`src/rtl/vga_pixel_feeder.sv`:
```
// Pixel-rate FIFO feeding vga_driver's wb_data byte. It frame-aligns on SOF marks,
// detects underflow and SOF/position misalignment, and re-locks on the next SOF.
module vga_pixel_feeder #(
    parameter int DEPTH   = 16,
    parameter int PREFILL = 8
) (
    input  logic                     clk_pix,
    input  logic                     rst_pix,
    input  logic                     wr_valid,
    output logic                     wr_ready,
    input  logic [5:0]               wr_data,
    input  logic                     wr_sof,
    input  logic [9:0]               sx,
    input  logic [9:0]               sy,
    input  logic                     de,
    output logic [7:0]               pix_out,
    output logic [$clog2(DEPTH):0]   level,
    output logic                     running,
    output logic                     underflow,
    output logic                     misalign,
    input  logic                     clr_status
);
    localparam int AW = $clog2(DEPTH);
    localparam int LW = AW + 1;
    localparam logic [LW-1:0] DEPTH_L   = LW'(DEPTH);
    localparam logic [LW-1:0] PREFILL_L = LW'(PREFILL);

    typedef enum logic [1:0] {FLUSH, SYNC, RUN} state_t;

    state_t            state_reg, state_next;
    logic [6:0]        mem [DEPTH];
    logic [AW-1:0]     wr_ptr_reg, rd_ptr_reg;
    logic [LW-1:0]     level_reg;
    logic              underflow_reg, misalign_reg;
    logic              push, pop, empty, full;
    logic              head_sof, at_origin;
    logic [5:0]        head_rgb;
    logic              set_underflow, set_misalign;

    assign empty     = (level_reg == '0);
    assign full      = (level_reg == DEPTH_L);
    assign push      = wr_valid && !full;
    assign at_origin = (sx == 10'd0) && (sy == 10'd0);

    // Show-ahead head: the entry at the read pointer is always presented.
    assign {head_sof, head_rgb} = mem[rd_ptr_reg];

    always_ff @(posedge clk_pix) begin
        if (push) begin
            mem[wr_ptr_reg] <= {wr_sof, wr_data};
        end
    end

    always_ff @(posedge clk_pix or posedge rst_pix) begin
        if (rst_pix) begin
            wr_ptr_reg <= '0;
            rd_ptr_reg <= '0;
            level_reg  <= '0;
        end else begin
            if (push) wr_ptr_reg <= wr_ptr_reg + 1'b1;
            if (pop)  rd_ptr_reg <= rd_ptr_reg + 1'b1;
            case ({push, pop})
                2'b10:   level_reg <= level_reg + 1'b1;
                2'b01:   level_reg <= level_reg - 1'b1;
                default: level_reg <= level_reg;
            endcase
        end
    end

    always_ff @(posedge clk_pix or posedge rst_pix) begin
        if (rst_pix) begin
            state_reg     <= SYNC;
            underflow_reg <= 1'b0;
            misalign_reg  <= 1'b0;
        end else begin
            state_reg <= state_next;
            // A fresh event in the same cycle takes precedence over the clear.
            if (set_underflow)   underflow_reg <= 1'b1;
            else if (clr_status) underflow_reg <= 1'b0;
            if (set_misalign)    misalign_reg  <= 1'b1;
            else if (clr_status) misalign_reg  <= 1'b0;
        end
    end

    always_comb begin
        state_next    = state_reg;
        pop           = 1'b0;
        pix_out       = 8'h03;
        set_underflow = 1'b0;
        set_misalign  = 1'b0;
        case (state_reg)
            FLUSH: begin
                if (!empty) begin
                    if (head_sof) state_next = SYNC;
                    else          pop = 1'b1;
                end
            end
            SYNC: begin
                if (!empty) begin
                    if (!head_sof)                           state_next = FLUSH;
                    else if (level_reg >= PREFILL_L || full) state_next = RUN;
                end
            end
            RUN: begin
                pix_out = 8'h00;
                if (de) begin
                    if (empty) begin
                        set_underflow = 1'b1;
                        state_next    = FLUSH;
                    end else if (head_sof && !at_origin) begin
                        // Early SOF: keep it at the head and hold the driver at 0,0.
                        set_misalign = 1'b1;
                        pix_out      = 8'h03;
                        state_next   = SYNC;
                    end else if (!head_sof && at_origin) begin
                        set_misalign = 1'b1;
                        pix_out      = 8'h03;
                        state_next   = FLUSH;
                    end else begin
                        pop     = 1'b1;
                        pix_out = {head_rgb, 2'b00};
                    end
                end
            end
            default: state_next = SYNC;
        endcase
    end

    assign wr_ready  = !full;
    assign level     = level_reg;
    assign running   = (state_reg == RUN);
    assign underflow = underflow_reg;
    assign misalign  = misalign_reg;
endmodule

```
`config.mk`:
```
export PLATFORM = sky130hd
export DESIGN_NAME = vga_pixel_feeder
export DESIGN_NICKNAME = d
export VERILOG_FILES = /design/src/rtl/vga_pixel_feeder.sv
export SDC_FILE = /design/constraint.sdc
export NUM_CORES = 1
export LEC_CHECK = 0
export BUFFER_PORTS_ARGS = -buffer_cell sky130_fd_sc_hd__buf_2
export CAP_MARGIN = 20
export CELL_PAD_IN_SITES_DETAIL_PLACEMENT = 0
export CELL_PAD_IN_SITES_GLOBAL_PLACEMENT = 2
export CORE_MARGIN = 2
export CORE_UTILIZATION = 39
export CTS_BUF_LIST = sky130_fd_sc_hd__clkbuf_4 sky130_fd_sc_hd__clkbuf_8
export DETAILED_ROUTE_END_ITERATION = 10
export PLACE_DENSITY_LB_ADDON = 0.1
export SLEW_MARGIN = 0
export SYNTH_ARGS = -nofsm -noshare
export SYNTH_HDL_FRONTEND = slang
export SYNTH_SLANG_ARGS = --single-unit
export TNS_END_PERCENT = 5
```
`constraint.sdc`:
```
create_clock -name clk_pix -period 4.7 [get_ports clk_pix]
set_clock_uncertainty 0.15 [all_clocks]
set_input_delay 0.235 -clock clk_pix [delete_from_list [all_inputs] [get_ports clk_pix]]
set_output_delay 0.235 -clock clk_pix [all_outputs]
set_load 0.02 [all_outputs]
```
==> results of run 1 <==
-- cell type report --
class                           count  area, um2  share of cell area, %
Clock buffer                       20      256.5                  4.031
Inverter                           11      41.29                 0.6488
Timing Repair Buffer               59      337.8                  5.309
Sequential cell                   129       3790                  59.56
Clock inverter                     11      116.4                  1.829
Tap cell                          180      225.2                  3.539
Multi-Input combinational cell    150       1597                  25.09
-- Yosys cell counts, drive strengths merged --
master	count
o21ai	7
nor4	6
a31oi	1
nor2	18
nor3	6
mux2	6
edfxtp	112
and2	1
o32ai	1
o31ai	1
clkbuf	6
nor2b	8
o221ai	2
ha	11
nand2	15
a22o	1
xnor2	6
dfrtp	16
nand3	3
nand4	1
o22ai	4
inv	11
mux4	32
or4	1
a21o	2
a21oi	3
or2	1
buf	7
nand2b	5
dfstp	1
xor2	5
a311oi	2
fa	1
-- routing by layer --
layer	share of wire (%)	GRT usage, %
met1	45	22.02
met2	50	25.93
met3	4.6	4.059
met4	0.86	6.753
met5	0	0
-- per-stage QoR --
stage          hold slack [ps]  utilization [%]  std cells  instance area [um2]  setup slack [ps]
2_1_floorplan            10.34                -        303                 5515              1252
3_3_place_gp             244.6            42.89        523                 5931             757.9
3_5_place_dp             256.0            42.89        523                 5931             683.6
4_1_cts                0.07033            46.02        560                 6364             639.1
5_1_grt                  17.75            46.02        560                 6364             324.9
6_report                 21.14            46.02        560                 6364             714.2
-- worst max-delay path by stage --
stage                           to  slack (ps)  depth (start not counted)
final                     level[4]         710                         13
after global routing      level[4]         320                         13
after CTS                 level[4]         640                         13
after detailed placement  level[4]         680                         13
after global placement    level[4]         760                         13
after floorplan           level[4]        1250                         13
-- power groups by stage --
stage               Combinational (uW)  Clock [uW]  Sequential, uW
finish                            1170         896            1590
detailed placement                1180           0            1620
global route                      1290         963            1620
CTS                               1190         919            1590
floorplan                          956           0            1540
global placement                  1190           0            1610
-- kinds of logic after synthesis --
logic type,count (synthesis)
buf+inv,24
flops,129
compound gates,24
fa+ha+maj,12
xor+xnor,11
simple gates,65
mux,38
==> metrics.cfg, run 1 <==
[outcome]
status=complete, no violations

[route]
drt.antenna.violating_nets=0
post-route-drc-count=0
wl_per_cell_um=20.32
num_vias=2894
first_pass_iters=5
wl_um=11380
drtIter0Drc=187
vias_per_cell=5.168

[clock_network]
root_buffer=clkbuf_8
clk_pin_slew_ps=70
worstSkewPairLatency_ps=430
post_cts.repair.setup_buffers=0
cts_resized=0
ctsHoldBuffers=6
cts_tree=built
ctsHtreeMaxLevel=4
clock_path_buffers=2
cts_sinks=129
cts_made_buffers=17

[sta]
max_slew_margin_pct=32.29
final_hold_viol_count=0
fin_crit_sh_pct=84.80
tightest_slew_ps=1012
max_freq_ghz=0.2509
period_needed_ps=3986
rsz0062_at_grt=false
tns_ps=0
setup_violations=0
maxSlewViolCount=0

[die]
fp.coreArea_mm2=0.01383
io_pins=49
die_w_um=122.9
die_y_um=122.9
num_rows=43
die_area_mm2=0.01511
initial_core_util_pct=39.89

[power_and_ir_drop]
switchingPower_uw=1185
ir_drop_v=0.0002092
p_comb_share_pct=32.1
power.share.switching_pct=32.40
fin_total_pwr_uw=3656
p_int_uw=2471
p_seq_share_pct=43.4
clock_power_share_pct=24.5
p_leak_uw=0.002292
p_per_area_mw_per_mm2=574.5

[run]
drv_cap=0

[critical_path]
path_max_fanout=10
crit_arrival_ps=4150
startpoint_type=flop
crit_chain=mux4_1 > nor2_1 > o22ai_1 > ha_1 > nand3_1 > a31oi_2 > ha_1 > fa_1 > a21o_1 > a21oi_1 > xor2_1 > nor2_1 > xor2_1
r2r_slack_ps=710
worstSetupEndpointType=flop
max_stage_delay_ps=620
crit_start=rd_ptr_reg[0]
reg2reg_to=level[4]
critical_path_buf_inv_count=0
critPathRequiredTime_ps=4870
crit_slowest_cell=dfrtp_1
r2r_start=rd_ptr_reg[0]
ff2ff_path_depth=13
path_class=flop to flop
critPathTopFamily=adder cells

[global_routing]
grt_usage_pct=16.47
grt_max_degree=23
grt_pass1_vias=2971
grt_pass1_wl_um=17280
grt_antenna_before_repair=0
gr-total-overflow=0

[synth]
seq_area_frac_synth_pct=68.72
muxShareOfSynthArea_pct=15.52
syn-instance-count=303
synthTopCellsByArea=edfxtp_1, mux4_1, dfrtp_1
synth-simple-area-share_pct=5.694
syn_nets=347
ys_warn_count=0
synth_xor_area_share_pct=1.747
yosysUniqueCellTypes=40
ys_seq_elements=129
synth-compound-area-share_pct=2.949
netlist_area_mm2=0.005515
synth_top_area_share_pct=60.98
avgSynthCellArea_um2=18.20
yosysTopAreaCell=edfxtp_1
synth_top_family_by_area=multiplexers
synth_adder_area_share_pct=2.858

[cells_and_area]
syn_to_final_growth_pct=15.38
antenna_cells=0
final_common_cell=edfxtp_1
mostFrequentLayoutCells=edfxtp_1, buf_2, mux4_1, nor2_1, clkbuf_8
fillers=1209
largest_register_ffs=112
nets=412
drive_above_1_share_pct=27.89

[min_path]
hp-start=wr_data[4]
hold_path.class=input pin to flop
min_to=mem[9][4]
holdPathStages=1

[placement]
port_buffers=48
routabilityCongestion=0.8134
dp_hpwl_um=7363

(Power assumes the default switching activity.)
==> run 2, diff against run 1 <==
==> constraint.sdc (replaced) <==
create_clock -name clk_pix -period 3.7 [get_ports clk_pix]
set_clock_uncertainty 0.15 [all_clocks]
set_input_delay 0.185 -clock clk_pix [delete_from_list [all_inputs] [get_ports clk_pix]]
set_output_delay 0.185 -clock clk_pix [all_outputs]
set_load 0.02 [all_outputs]
==> run 2 against run 1 <==
Effect of this change:
- worst setup slack worse by 480 ps
- fmax is 15% higher
- sequential share of layout area shrank 1.6 points
- total power grew 29%
- via count rose by 3.5%
- routed wire length increased by 1.3%
- global-route usage about the same
- utilization rose by 1.3 points
- sequential power increased by 25%
- critical endpoint unchanged
==> metrics.cfg, run 2 (synthesis gave the netlist of run 1 again) <==
[sta]
maxSlewViolCount=0  ; unchanged
period_needed_ps=3470  ; was 3986 ps
setup_violations=0  ; unchanged
tns_ps=0  ; unchanged
max_freq_ghz=0.2882  ; was 0.2509 GHz
final_hold_viol_count=0  ; unchanged
fin_crit_sh_pct=93.78  ; was 84.80%
max_slew_margin_pct=40.90  ; was 32.29%
tightest_slew_ps=883.2  ; was 1012 ps

[die]
die_y_um=122.9  ; unchanged
initial_core_util_pct=39.89  ; unchanged
io_pins=49  ; unchanged
die_w_um=122.9  ; unchanged
die_area_mm2=0.01511  ; unchanged
num_rows=43  ; unchanged
fp.coreArea_mm2=0.01383  ; unchanged

[global_routing]
grt_pass1_vias=2973  ; was 2971
grt_pass1_wl_um=17110  ; was 17280 um
grt_usage_pct=16.46  ; was 16.47%
grt_max_degree=18  ; was 23
gr-total-overflow=0  ; unchanged
grt_antenna_before_repair=0  ; unchanged

[power_and_ir_drop]
p_per_area_mw_per_mm2=718.6  ; was 574.5 mW/mm2
p_leak_uw=0.002389  ; was 0.002292 uW
ir_drop_v=0.0002519  ; was 0.0002092 V

[cells_and_area]
mostFrequentLayoutCells=edfxtp_1, buf_2, buf_4  ; was edfxtp_1, buf_2, mux4_1, nor2_1, clkbuf_8
largest_register_ffs=112  ; unchanged
drive_above_1_share_pct=31.53  ; was 27.89%
antenna_cells=0  ; unchanged
syn_to_final_growth_pct=18.69  ; was 15.38%
nets=437  ; was 412
final_common_cell=edfxtp_1  ; unchanged
fillers=1210  ; was 1209
instances_no_fill=586  ; was 560

[clock_network]
ctsHtreeMaxLevel=4  ; unchanged
worstSkewPairLatency_ps=440  ; was 430 ps
clk_pin_slew_ps=70  ; about the same
cts_tree=built  ; unchanged
cts_sinks=129  ; unchanged
root_buffer=clkbuf_8  ; unchanged
clock_path_buffers=2  ; unchanged
cts_made_buffers=17  ; unchanged

[critical_path]
ff2ff_path_depth=13  ; unchanged
critPathRequiredTime_ps=3870  ; was 4870 ps
path_max_fanout=6  ; was 10
startpoint_type=flop  ; unchanged
worstSetupEndpointType=flop  ; unchanged
path_class=flop to flop  ; unchanged
crit_arrival_ps=3640  ; was 4150 ps

[min_path]
hold_path.class=input pin to flop  ; unchanged
holdPathStages=3  ; was 1

[route]
drtIter0Drc=201  ; was 187
post-route-drc-count=0  ; unchanged
wl_um=11530  ; was 11380 um
drt.antenna.violating_nets=0  ; unchanged
num_vias=2995  ; was 2894
vias_per_cell=5.111  ; was 5.168
first_pass_iters=5  ; unchanged
wl_per_cell_um=19.67  ; was 20.32 um

[outcome]
status=complete, no violations  ; unchanged

[run]
drv_cap=0  ; unchanged

[placement]
dp_hpwl_um=7528  ; was 7363 um
placed_cells=541  ; was 523
routabilityCongestion=0.8117  ; was 0.8134
port_buffers=48  ; unchanged

run 2: timing repair:
action,in CTS,in global routing
endpoints found under the setup margin,0,2
endpoints found under the hold margin,131,0
gates resized for setup,0,4
setup buffers,0,2
hold buffers,11,0
run 2: worst paths after layout:
kind,startpoint,slack [ps],to
worst max-delay path,rd_ptr_reg[0],230,level[4]
worst min-delay path,wr_valid,130,wr_ptr_reg[0]
worst max register to register,rd_ptr_reg[0],230,level[4]
worst min register to register,misalign,380,misalign
max in group asynchronous,rst_pix,2640,rd_ptr_reg[0]
min in group asynchronous,rst_pix,260,state_reg[1]
run 2: critical path, cell delays in order (launching register included):
cell,delay (ps)
dfrtp_2,440
mux4_1,580
nor2_2,120
o22ai_1,120
ha_1,300
nand3_1,140
a31oi_2,120
ha_2,250
fa_1,410
a21o_1,200
a21oi_1,170
xor2_1,160
nor2_1,60
xor2_1,130
run 2: cell type report:
type | instances | area (um2) | area share [%]
Clock buffer | 18 | 241.5 | 3.689
Clock inverter | 14 | 116.4 | 1.778
Inverter | 11 | 41.29 | 0.6307
Multi-Input combinational cell | 150 | 1592 | 24.31
Sequential cell | 129 | 3792 | 57.93
Tap cell | 180 | 225.2 | 3.440
Timing Repair Buffer | 84 | 538.0 | 8.219
run 2: power breakdown:
group	leakage [uW]	internal (uW)	total (uW)	switching (uW)
Clock	0.000171	532	1080	545
Combinational	0.00100	826	1650	823
Sequential	0.00121	1810	1980	171
run 2: through the flow:
stage / total power, uW / setup slack [ps] / cell area [um2] / hold slack [ps] / util [%]
after CTS: 4744 / 39.80 / 6524 / 110.6 / 47.18
after global placement: 3652 / 118.9 / 6056 / 184.4 / 43.80
after global routing: 5002 / -9.681 / 6546 / 146.3 / 47.34
final: 4704 / 230.2 / 6546 / 131.9 / 47.34
after floorplan: 3172 / 252.3 / 5515 / -39.66 / -
after detailed placement: 3647 / 83.43 / 6056 / 188.3 / 43.80
run 2: routing by layer:
layer	vias to the layer above	share of wire, %	GRT usage (%)
met2	65	50	26.83
met5	-	0	0
met4	0	1.6	6.034
met3	14	5.0	4.336
met1	1526	44	21.28
li1	1390	-	-
